$ cat src/rtl/uart_axil_regs.sv
// AXI4-Lite register block bridging the interconnect to the UART TX/RX byte buffers.
// Optional feature macro: UART_IRQ_EN (registered level interrupt); without it o_irq is tied 0.
module uart_axil_regs #(
    parameter int                  AXI_ALEN  = 32,
    parameter int                  AXI_DLEN  = 32,
    parameter int                  AXI_SLEN  = AXI_DLEN / 8,
    parameter int                  UART_DLEN = 8,
    parameter logic [AXI_ALEN-1:0] UART_BASE = '0
) (
    input  logic                 clk,
    input  logic                 rstn,
    input  logic                 i_axi_awvalid,
    output logic                 o_axi_awready,
    input  logic [AXI_ALEN-1:0]  i_axi_awaddr,
    input  logic                 i_axi_wvalid,
    output logic                 o_axi_wready,
    input  logic [AXI_DLEN-1:0]  i_axi_wdata,
    input  logic [AXI_SLEN-1:0]  i_axi_wstrb,
    output logic                 o_axi_bvalid,
    input  logic                 i_axi_bready,
    output logic [1:0]           o_axi_bresp,
    input  logic                 i_axi_arvalid,
    output logic                 o_axi_arready,
    input  logic [AXI_ALEN-1:0]  i_axi_araddr,
    output logic                 o_axi_rvalid,
    input  logic                 i_axi_rready,
    output logic [AXI_DLEN-1:0]  o_axi_rdata,
    output logic [1:0]           o_axi_rresp,
    output logic                 o_txb_tvalid,
    input  logic                 i_txb_tready,
    output logic [UART_DLEN-1:0] o_txb_tdata,
    input  logic                 i_txb_full,
    input  logic                 i_txb_overflow,
    input  logic                 i_rxb_tvalid,
    output logic                 o_rxb_tready,
    input  logic [UART_DLEN-1:0] i_rxb_tdata,
    input  logic                 i_rxb_empty,
    input  logic                 i_rxb_overflow,
    input  logic                 i_rxb_underflow,
    output logic                 o_irq
);

    localparam logic [1:0] RESP_OKAY   = 2'b00;
    localparam logic [1:0] RESP_SLVERR = 2'b10;
    localparam logic [1:0] OFF_TXDATA  = 2'd0;
    localparam logic [1:0] OFF_RXDATA  = 2'd1;
    localparam logic [1:0] OFF_STATUS  = 2'd2;
    localparam logic [1:0] OFF_CTRL    = 2'd3;

    typedef enum logic [1:0] {W_IDLE, W_DRAIN, W_RESP} wstate_t;
    typedef enum logic {R_IDLE, R_DATA} rstate_t;

    wstate_t               wstate;
    rstate_t               rstate;
    logic                  aw_got, w_got;
    logic [AXI_ALEN-1:2]   awaddr_q;
    logic [AXI_DLEN-1:0]   wdata_q, wdata_sh;
    logic [AXI_SLEN-1:0]   wstrb_q, strb_sh;
    logic [1:0]            ctrl;
    logic                  tx_ovf, rx_ovf, rx_udf;
    logic                  tx_busy;

    logic                  wr_decode, wr_hit, strb_legal, wr_tx_ok, wr_err, wr_clr;
    logic [1:0]            wr_off;
    logic                  rd_hit;
    logic [1:0]            rd_off;
    logic [AXI_DLEN-1:0]   rd_data_n;
    logic [1:0]            rd_resp_n;
    logic                  unused_addr_bits;

    assign unused_addr_bits = ^{i_axi_awaddr[1:0], i_axi_araddr[1:0]};
    assign tx_busy    = (wstate == W_DRAIN);

    // Write decode happens the cycle after both AW and W have been captured.
    assign wr_decode  = (wstate == W_IDLE) && aw_got && w_got;
    assign wr_hit     = (awaddr_q[AXI_ALEN-1:4] == UART_BASE[AXI_ALEN-1:4]);
    assign wr_off     = awaddr_q[3:2];
    // Legal strobes are a run of ones starting at bit 0: adding 1 clears every set bit.
    assign strb_legal = (wstrb_q != '0) && (((wstrb_q + AXI_SLEN'(1)) & wstrb_q) == '0);
    assign wr_tx_ok   = wr_hit && (wr_off == OFF_TXDATA) && strb_legal;
    assign wr_err     = !wr_hit || (wr_off == OFF_RXDATA) || ((wr_off == OFF_TXDATA) && !strb_legal);
    assign wr_clr     = wr_decode && wr_hit && (wr_off == OFF_STATUS);

    // NOTE: sequential state uses non-blocking assignments so every flop samples pre-edge values.
    always_ff @(posedge clk or negedge rstn) begin
        if (!rstn) begin
            wstate        <= W_IDLE;
            o_axi_awready <= 1'b0;
            o_axi_wready  <= 1'b0;
            aw_got        <= 1'b0;
            w_got         <= 1'b0;
            awaddr_q      <= '0;
            wdata_q       <= '0;
            wstrb_q       <= '0;
            wdata_sh      <= '0;
            strb_sh       <= '0;
            o_txb_tvalid  <= 1'b0;
            o_txb_tdata   <= '0;
            o_axi_bvalid  <= 1'b0;
            o_axi_bresp   <= RESP_OKAY;
            ctrl          <= 2'b00;
        end else begin
            case (wstate)
                W_IDLE: begin
                    if (wr_decode) begin
                        aw_got <= 1'b0;
                        w_got  <= 1'b0;
                        if (wr_tx_ok) begin
                            wstate       <= W_DRAIN;
                            o_txb_tvalid <= 1'b1;
                            o_txb_tdata  <= wdata_q[UART_DLEN-1:0];
                            wdata_sh     <= wdata_q >> 8;
                            strb_sh      <= wstrb_q;
                        end else begin
                            wstate       <= W_RESP;
                            o_axi_bvalid <= 1'b1;
                            o_axi_bresp  <= wr_err ? RESP_SLVERR : RESP_OKAY;
                            if (wr_hit && wr_off == OFF_CTRL)
                                ctrl <= wdata_q[1:0];
                        end
                    end else begin
                        if (i_axi_awvalid && o_axi_awready) begin
                            aw_got        <= 1'b1;
                            o_axi_awready <= 1'b0;
                            awaddr_q      <= i_axi_awaddr[AXI_ALEN-1:2];
                        end else if (!aw_got) begin
                            o_axi_awready <= 1'b1;
                        end
                        if (i_axi_wvalid && o_axi_wready) begin
                            w_got        <= 1'b1;
                            o_axi_wready <= 1'b0;
                            wdata_q      <= i_axi_wdata;
                            wstrb_q      <= i_axi_wstrb;
                        end else if (!w_got) begin
                            o_axi_wready <= 1'b1;
                        end
                    end
                end
                W_DRAIN: begin
                    if (o_txb_tvalid && i_txb_tready) begin
                        // strb_sh[0] is the byte just accepted; strb_sh[1] says whether another follows.
                        if (strb_sh[1]) begin
                            o_txb_tdata <= wdata_sh[UART_DLEN-1:0];
                            wdata_sh    <= wdata_sh >> 8;
                            strb_sh     <= strb_sh >> 1;
                        end else begin
                            o_txb_tvalid <= 1'b0;
                            o_axi_bvalid <= 1'b1;
                            o_axi_bresp  <= RESP_OKAY;
                            wstate       <= W_RESP;
                        end
                    end
                end
                W_RESP: begin
                    if (i_axi_bready) begin
                        o_axi_bvalid <= 1'b0;
                        wstate       <= W_IDLE;
                    end
                end
                default: wstate <= W_IDLE;
            endcase
        end
    end

    // Sticky flags: a new event in the same cycle as a W1C wins over the clear.
    always_ff @(posedge clk or negedge rstn) begin
        if (!rstn) begin
            tx_ovf <= 1'b0;
            rx_ovf <= 1'b0;
            rx_udf <= 1'b0;
        end else begin
            tx_ovf <= i_txb_overflow  | (tx_ovf & ~(wr_clr & wdata_q[1]));
            rx_ovf <= i_rxb_overflow  | (rx_ovf & ~(wr_clr & wdata_q[3]));
            rx_udf <= i_rxb_underflow | (rx_udf & ~(wr_clr & wdata_q[4]));
        end
    end

    assign rd_hit = (i_axi_araddr[AXI_ALEN-1:4] == UART_BASE[AXI_ALEN-1:4]);
    assign rd_off = i_axi_araddr[3:2];

    // The RX pop is a same-cycle handshake with the AR accept, so exactly one byte leaves per read.
    assign o_rxb_tready = (rstate == R_IDLE) && o_axi_arready && i_axi_arvalid &&
                          rd_hit && (rd_off == OFF_RXDATA) && i_rxb_tvalid;

    always_comb begin
        rd_data_n = '0;
        rd_resp_n = RESP_OKAY;
        if (!rd_hit) begin
            rd_resp_n = RESP_SLVERR;
        end else begin
            case (rd_off)
                OFF_RXDATA: if (i_rxb_tvalid) begin
                    rd_data_n[31]            = 1'b1;
                    rd_data_n[UART_DLEN-1:0] = i_rxb_tdata;
                end
                OFF_STATUS: rd_data_n[5:0] = {tx_busy, rx_udf, rx_ovf, i_rxb_empty, tx_ovf, i_txb_full};
                OFF_CTRL:   rd_data_n[1:0] = ctrl;
                default:    rd_data_n      = '0;
            endcase
        end
    end

    always_ff @(posedge clk or negedge rstn) begin
        if (!rstn) begin
            rstate        <= R_IDLE;
            o_axi_arready <= 1'b0;
            o_axi_rvalid  <= 1'b0;
            o_axi_rdata   <= '0;
            o_axi_rresp   <= RESP_OKAY;
        end else begin
            case (rstate)
                R_IDLE: begin
                    if (o_axi_arready && i_axi_arvalid) begin
                        o_axi_arready <= 1'b0;
                        o_axi_rvalid  <= 1'b1;
                        o_axi_rdata   <= rd_data_n;
                        o_axi_rresp   <= rd_resp_n;
                        rstate        <= R_DATA;
                    end else begin
                        o_axi_arready <= 1'b1;
                    end
                end
                R_DATA: begin
                    if (i_axi_rready) begin
                        o_axi_rvalid  <= 1'b0;
                        o_axi_arready <= 1'b1;
                        rstate        <= R_IDLE;
                    end
                end
                default: rstate <= R_IDLE;
            endcase
        end
    end

`ifdef UART_IRQ_EN
    logic irq_q;
    always_ff @(posedge clk or negedge rstn) begin
        if (!rstn)
            irq_q <= 1'b0;
        else
            irq_q <= (ctrl[0] & ~i_rxb_empty) | (ctrl[1] & ~i_txb_full & ~tx_busy) |
                     tx_ovf | rx_ovf | rx_udf;
    end
    assign o_irq = irq_q;
`else
    assign o_irq = 1'b0;
`endif

endmodule
$ cat config.mk
export PLATFORM = sky130hd
export DESIGN_NAME = uart_axil_regs
export DESIGN_NICKNAME = d
export VERILOG_FILES = /design/src/rtl/uart_axil_regs.sv
export SDC_FILE = /design/constraint.sdc
export NUM_CORES = 1
export LEC_CHECK = 0
export ABC_CLOCK_PERIOD_IN_PS = 2500
export CAP_MARGIN = 30
export CORE_ASPECT_RATIO = 0.6
export CORE_UTILIZATION = 49
export CTS_BUF_LIST = sky130_fd_sc_hd__clkbuf_8
export CTS_CLUSTER_SIZE = 10
export DETAILED_ROUTE_END_ITERATION = 8
export GPL_TIMING_DRIVEN = 0
export PLACE_DENSITY = 0.93
export SYNTH_ARGS = -nofsm -noshare
export SYNTH_HDL_FRONTEND = slang
export SYNTH_SLANG_ARGS = --single-unit
$ cat constraint.sdc
create_clock -name clk -period 2.5 [get_ports clk]
set_input_delay 0.375 -clock clk [delete_from_list [all_inputs] [get_ports clk]]
set_output_delay 0.375 -clock clk [all_outputs]
set_load 0.05 [all_outputs]
# [Word-level counts from Yosys, hierarchy flattened]
# Cells that the tools add are included.
[word_totals] latch_bits=0 output_inout_bits=52 word_cells=170 memories=0 romBits=0 regBits=162 ramBits=0 inputBits=122
[op_classes] shift=0 mux=63 div_mod_pow=0 multipliers=0 n_eq_ne=19 add_sub_neg=1 n_reduce_logical=47 order_cmp=0 bitwise_logic=16
[ops] op="$mux 32" count=5
[ops] op="$pmux 32 s2" count=1
[ops] op="$logic_not 28->1" count=2
[ops] op="$mux 8" count=5
[ops] op="$mux 1" count=25
[ops] op="$mux 2" count=12
[ops] op="$logic_and 1x1->1" count=18
[ops] op="$mux 4" count=4
[ops] op="$pmux 4 s2" count=2
[ops] op="$pmux 8 s2" count=1
[ops] op="$reduce_and 5->1" count=3
[ops] op="$ne 2x2->1 const B" count=7
[ops] op="$pmux 2 s3" count=2
[ops] op="$reduce_and 3->1" count=4
[ops] op="$reduce_and 4->1" count=3
[ops] op="$eq 2x2->1 const B" count=5
[ops] op="$ne 2x1->1 const B" count=4
[ops] op="$pmux 1 s2" count=4
[ops] op="$reduce_and 2->1" count=4
[ops] op="$and 1x1->1" count=6
[ops] op="$eq 2x1->1 const B" count=3
[ops] op="$not 1->1" count=6
[ops] op="$reduce_and 6->1" count=1
[ops] op="$reduce_bool 2->1" count=3
[ops] op="11 further kinds" count=16

# [Longest topological paths before layout]
[logic_depth] word_depth=11 ltp_mapped=8 ltp_nobuf=5

# [Worst setup path before layout]
# OpenSTA, ideal clock, no wires.
[synth_path] path_kind="reg2out" from="register o_axi_arready" to="output o_rxb_tready" setup_slack_ns=0.267 stages_incl_launch_ff=4 path_buffers=0 arrival_ns=1.858 required_time_ns=2.125 path_cell_list="dfrtp_1 nand3_1 nor4_1 and2_1"
[synth_via] elab_chain_cells=5
[synth_rtl] element="from (decl)" line="23" text="output logic o_axi_arready,"
[synth_rtl] element="from (signal assigned)" line="206" text="o_axi_arready <= 1'b0;"
[synth_rtl] element="from (signal assigned)" line="214" text="o_axi_arready <= 1'b0;"
[synth_rtl] element="from (signal assigned)" line="220" text="o_axi_arready <= 1'b1;"
[synth_rtl] element="$logic_and 1x1->1 (3 in series)" line="182" text="assign o_rxb_tready = (rstate == R_IDLE) && o_axi_arready && i_axi_arvalid &&"
[synth_rtl] element="$logic_and 1x1->1 (2 in series)" line="183" text="rd_hit && (rd_off == OFF_RXDATA) && i_rxb_tvalid;"
[synth_rtl] element="to (decl)" line="35" text="output logic o_rxb_tready,"
# Every way passes these cells.

# [Worst setup path in the final report]
[layout_path] from="input i_axi_araddr[29]" to="output o_rxb_tready"
[layout_via] elab_chain_cells=4
[layout_rtl] element="from (decl)" line="24" text="input logic [AXI_ALEN-1:0] i_axi_araddr,"
[layout_rtl] element="$logic_not 28->1" line="178" text="assign rd_hit = (i_axi_araddr[AXI_ALEN-1:4] == UART_BASE[AXI_ALEN-1:4]);"
[layout_rtl] element="$logic_and 1x1->1" line="182"
[layout_rtl] element="$logic_and 1x1->1 (2 in series)" line="183"
# Every way passes these cells.

==> metrics.cfg <==
[sta]
tightest_slew_ns = 0.634
rsz0062_at_grt = false
relSlewSlack_pct = 57.7
setup_ws_ns = 0.0793
fin_crit_ns = 2.42
fmax_ghz = 0.413
period_share_pct = 96.8
setup_tns_ns = 0
maxSlewViolCount = 0
finalHoldViolCount = 0
final-setup-viol-count = 0
skew_ns = 0.0159

[power_and_ir_drop]
switchingPower_w = 0.00227
internal-power_w = 0.00498
power_density_nw_per_um2 = 907
p_leak_nw = 3.57
swShare_pct = 31.3
worst_ir_drop_vdd_mv = 0.551
pwr-share-seq_pct = 43.3
clkPwrFrac_pct = 27.3
power_frac_comb_pct = 29.4

[clock_tree]
root_buffer = clkbuf_8
h-tree-depth = 4
cts_buffer_depth = 2
cts_sinks = 128
numCtsBuffers = 17
cts_tree = done
clk_pin_slew_worst_paths_ns = 0.08
clk_latency_ns = 0.44

[drt]
drtAntennaViolNets = 0
drt_wl_total_um = 13600
num_vias = 4062
drt_pass1_iterations = 4
drtIter0Drc = 196
vias_per_cell = 5.18
wl_per_cell_um = 17.4
post-route-drc-count = 0

[synthesis]
synthArstFlopShare_pct = 100
synth-edff-count = 0
synthMuxAreaShare_pct = 24.2
synth_top_family_by_area = multiplexers
synth_cell_types = 44
netlist_instances = 421
ys_seq_area_share_pct = 55.8
yosys_warnings = 0
synth-main-ff-cell = dfrtp_1
syn_area_um2 = 5740
synth-seq-cells = 128
synthSimpleGateAreaFrac_pct = 6.86
synth_fa_ha_area_share_pct = 0.871
synth_xor_xnor_area_share_pct = 0
synth_area_per_cell_um2 = 13.6
synth_compound_gate_area_share_pct = 6.73

[finish]
fin_cells = 784
layout.nets = 737
synthToLayoutAreaGrowth_pct = 39.0
nFillCells = 779
antenna_cells = 0
final_layout_size_suffix_gt1_share_pct = 31.6

[placement]
gp_congestion = 0.847
dp_slack_ns = -0.921
placedCellCount = 750
port_buffers = 143
dp_hpwl_um = 10000

[critical_path]
crit_fanout = 4
start_kind = input port
cp.required_ns = 2.12
arrival_ns = 2.05
reg2reg_from = awaddr_q[6]
path_class = in -> out
r2r_cells = 6
worst_setup_path_end_kind = primary output
critPathLaunch = i_axi_araddr[29]

[global_routing]
grt_usage_pct = 24.2
antenna_found_initial = 0
grt_max_degree = 87
grt.overflow.total = 0
grt_pass1_wl_um = 22000
grt_pass1_vias = 4327

[run]
cap_violations = 0

[floorplanning]
num_io_pins = 174
chipWidth_um = 142
fp.dieH_um = 85.9
dieArea_um2 = 12200
start_util_pct = 50.5
core_um2 = 11400
row_count = 30

[min_path]
hp-class = in -> async

[status]
status = finished clean

-- logic make-up after synthesis --
family | count (synthesis)
flops | 128
buf+inv | 50
compound gates | 49
fa+ha+maj | 4
simple gates | 72
other cells | 1
mux | 117
-- metrics by stage --
step                cell area, um2  hold slack [ns]  util (%)  total power, W
floorplan                     5840           0.0794         -         0.00456
global placement              7470            0.458      65.7         0.00513
detailed placement            7500            0.317      65.9         0.00528
CTS                           7970            0.399      70.0         0.00729
global route                  7980            0.414      70.2         0.00763
finish                        7980            0.405      70.2         0.00724
-- layout by cell type (no fill, tap or decap), types with 3 or more instances in the layout --
cell             instances
bufinv_16                4
dfrtp_1                128
inv_6                    4
nand2b_1                 3
nand2_1                 17
clkinv_4                 3
nand4_1                  6
buf_6                    4
clkbuf_8                17
clkbuf_1                 5
mux2_4                  20
clkdlybuf4s50_1        141
nor4_1                  14
a22o_1                  12
nand3_1                  4
mux2_2                  95
a21o_1                   7
ha_1                     4
buf_4                   27
nor2b_1                  3
and3_1                   4
nor2_1                   7
buf_2                   12
a22oi_1                  4
conb_1                  26
clkinvlp_4               3
o21ai_0                 11
inv_1                    5
-- flip-flops by register name, indices dropped and copies added (netlist names), 2 cells and up --
register,cells
awaddr_q,30
ctrl,2
o_axi_rdata,9
o_txb_tdata,8
strb_sh,3
wdata_q,32
wdata_sh,24
wstate,2
wstrb_q,4
-- cell usage after synthesis (all sizes together), types with 3 or more instances --
master,instances,area (um2)
a22o,12,105
nand4,6,37.5
clkbuf,5,18.8
buf,40,278
mux2,116,1380
nor2,9,43.8
dfrtp,128,3200
ha,4,50.1
nor2b,3,18.8
and3,4,25.0
nand2b,3,18.8
nand3,4,20.0
a21o,7,52.6
nor4,16,100
nand2,17,63.8
inv,5,18.8
a22oi,4,30.0
o21ai,11,55.1
and2,3,18.8
-- layer usage --
layer / vias up / wire [um] / track usage (%)
li1: 1869 / - / -
met1: 2007 / 6030 / 31.5
met2: 153 / 6510 / 38.5
met3: 33 / 826 / 7.98
met4: 0 / 260 / 8.41
met5: - / 0 / 0
-- critical path: stages --
cell,delay (ns)
clkdlybuf4s50_1,0.40
or4_1,0.58
nor4_4,0.32
and2_4,0.21
buf_6,0.16
-- layout make-up --
class	instances	area [um2]	share of cell area (%)
clock buffers	17	234	2.93
clock inverters	15	209	2.62
well taps	160	200	2.51
repair buffers	146	1480	18.5
inverters	5	18.8	0.235
plain buffers	45	297	3.71
multi-input cells	268	2340	29.4
flip-flops and latches	128	3200	40.1
-- final timing paths --
check                                 endpoint  slack [ns]
worst max-delay path              o_rxb_tready        0.08
worst min-delay path              awaddr_q[15]        0.40
worst max register to register  o_txb_tdata[4]        0.25
worst min register to register    o_axi_rvalid        0.48
max in group asynchronous           strb_sh[3]        1.34
min in group clk                  o_axi_rvalid        0.48
-- what timing repair did --
item	4_1_cts	5_1_grt
resized for setup	9	2
pin swaps	1	1
hold buffers	1	0
endpoints found under the setup margin	1	1
buffers inserted	0	1
hold endpoints to repair	42	0
-- power groups by stage --
stage | clock (W) | sequential [W] | combinational, W
floorplan | 0 | 0.00317 | 0.00139
global placement | 0 | 0.00311 | 0.00202
detailed placement | 0 | 0.00317 | 0.00211
CTS | 0.00201 | 0.00314 | 0.00214
global route | 0.00211 | 0.00322 | 0.00229
finish | 0.00198 | 0.00314 | 0.00213
No activity file was read; power rests on OpenSTA's default activity.
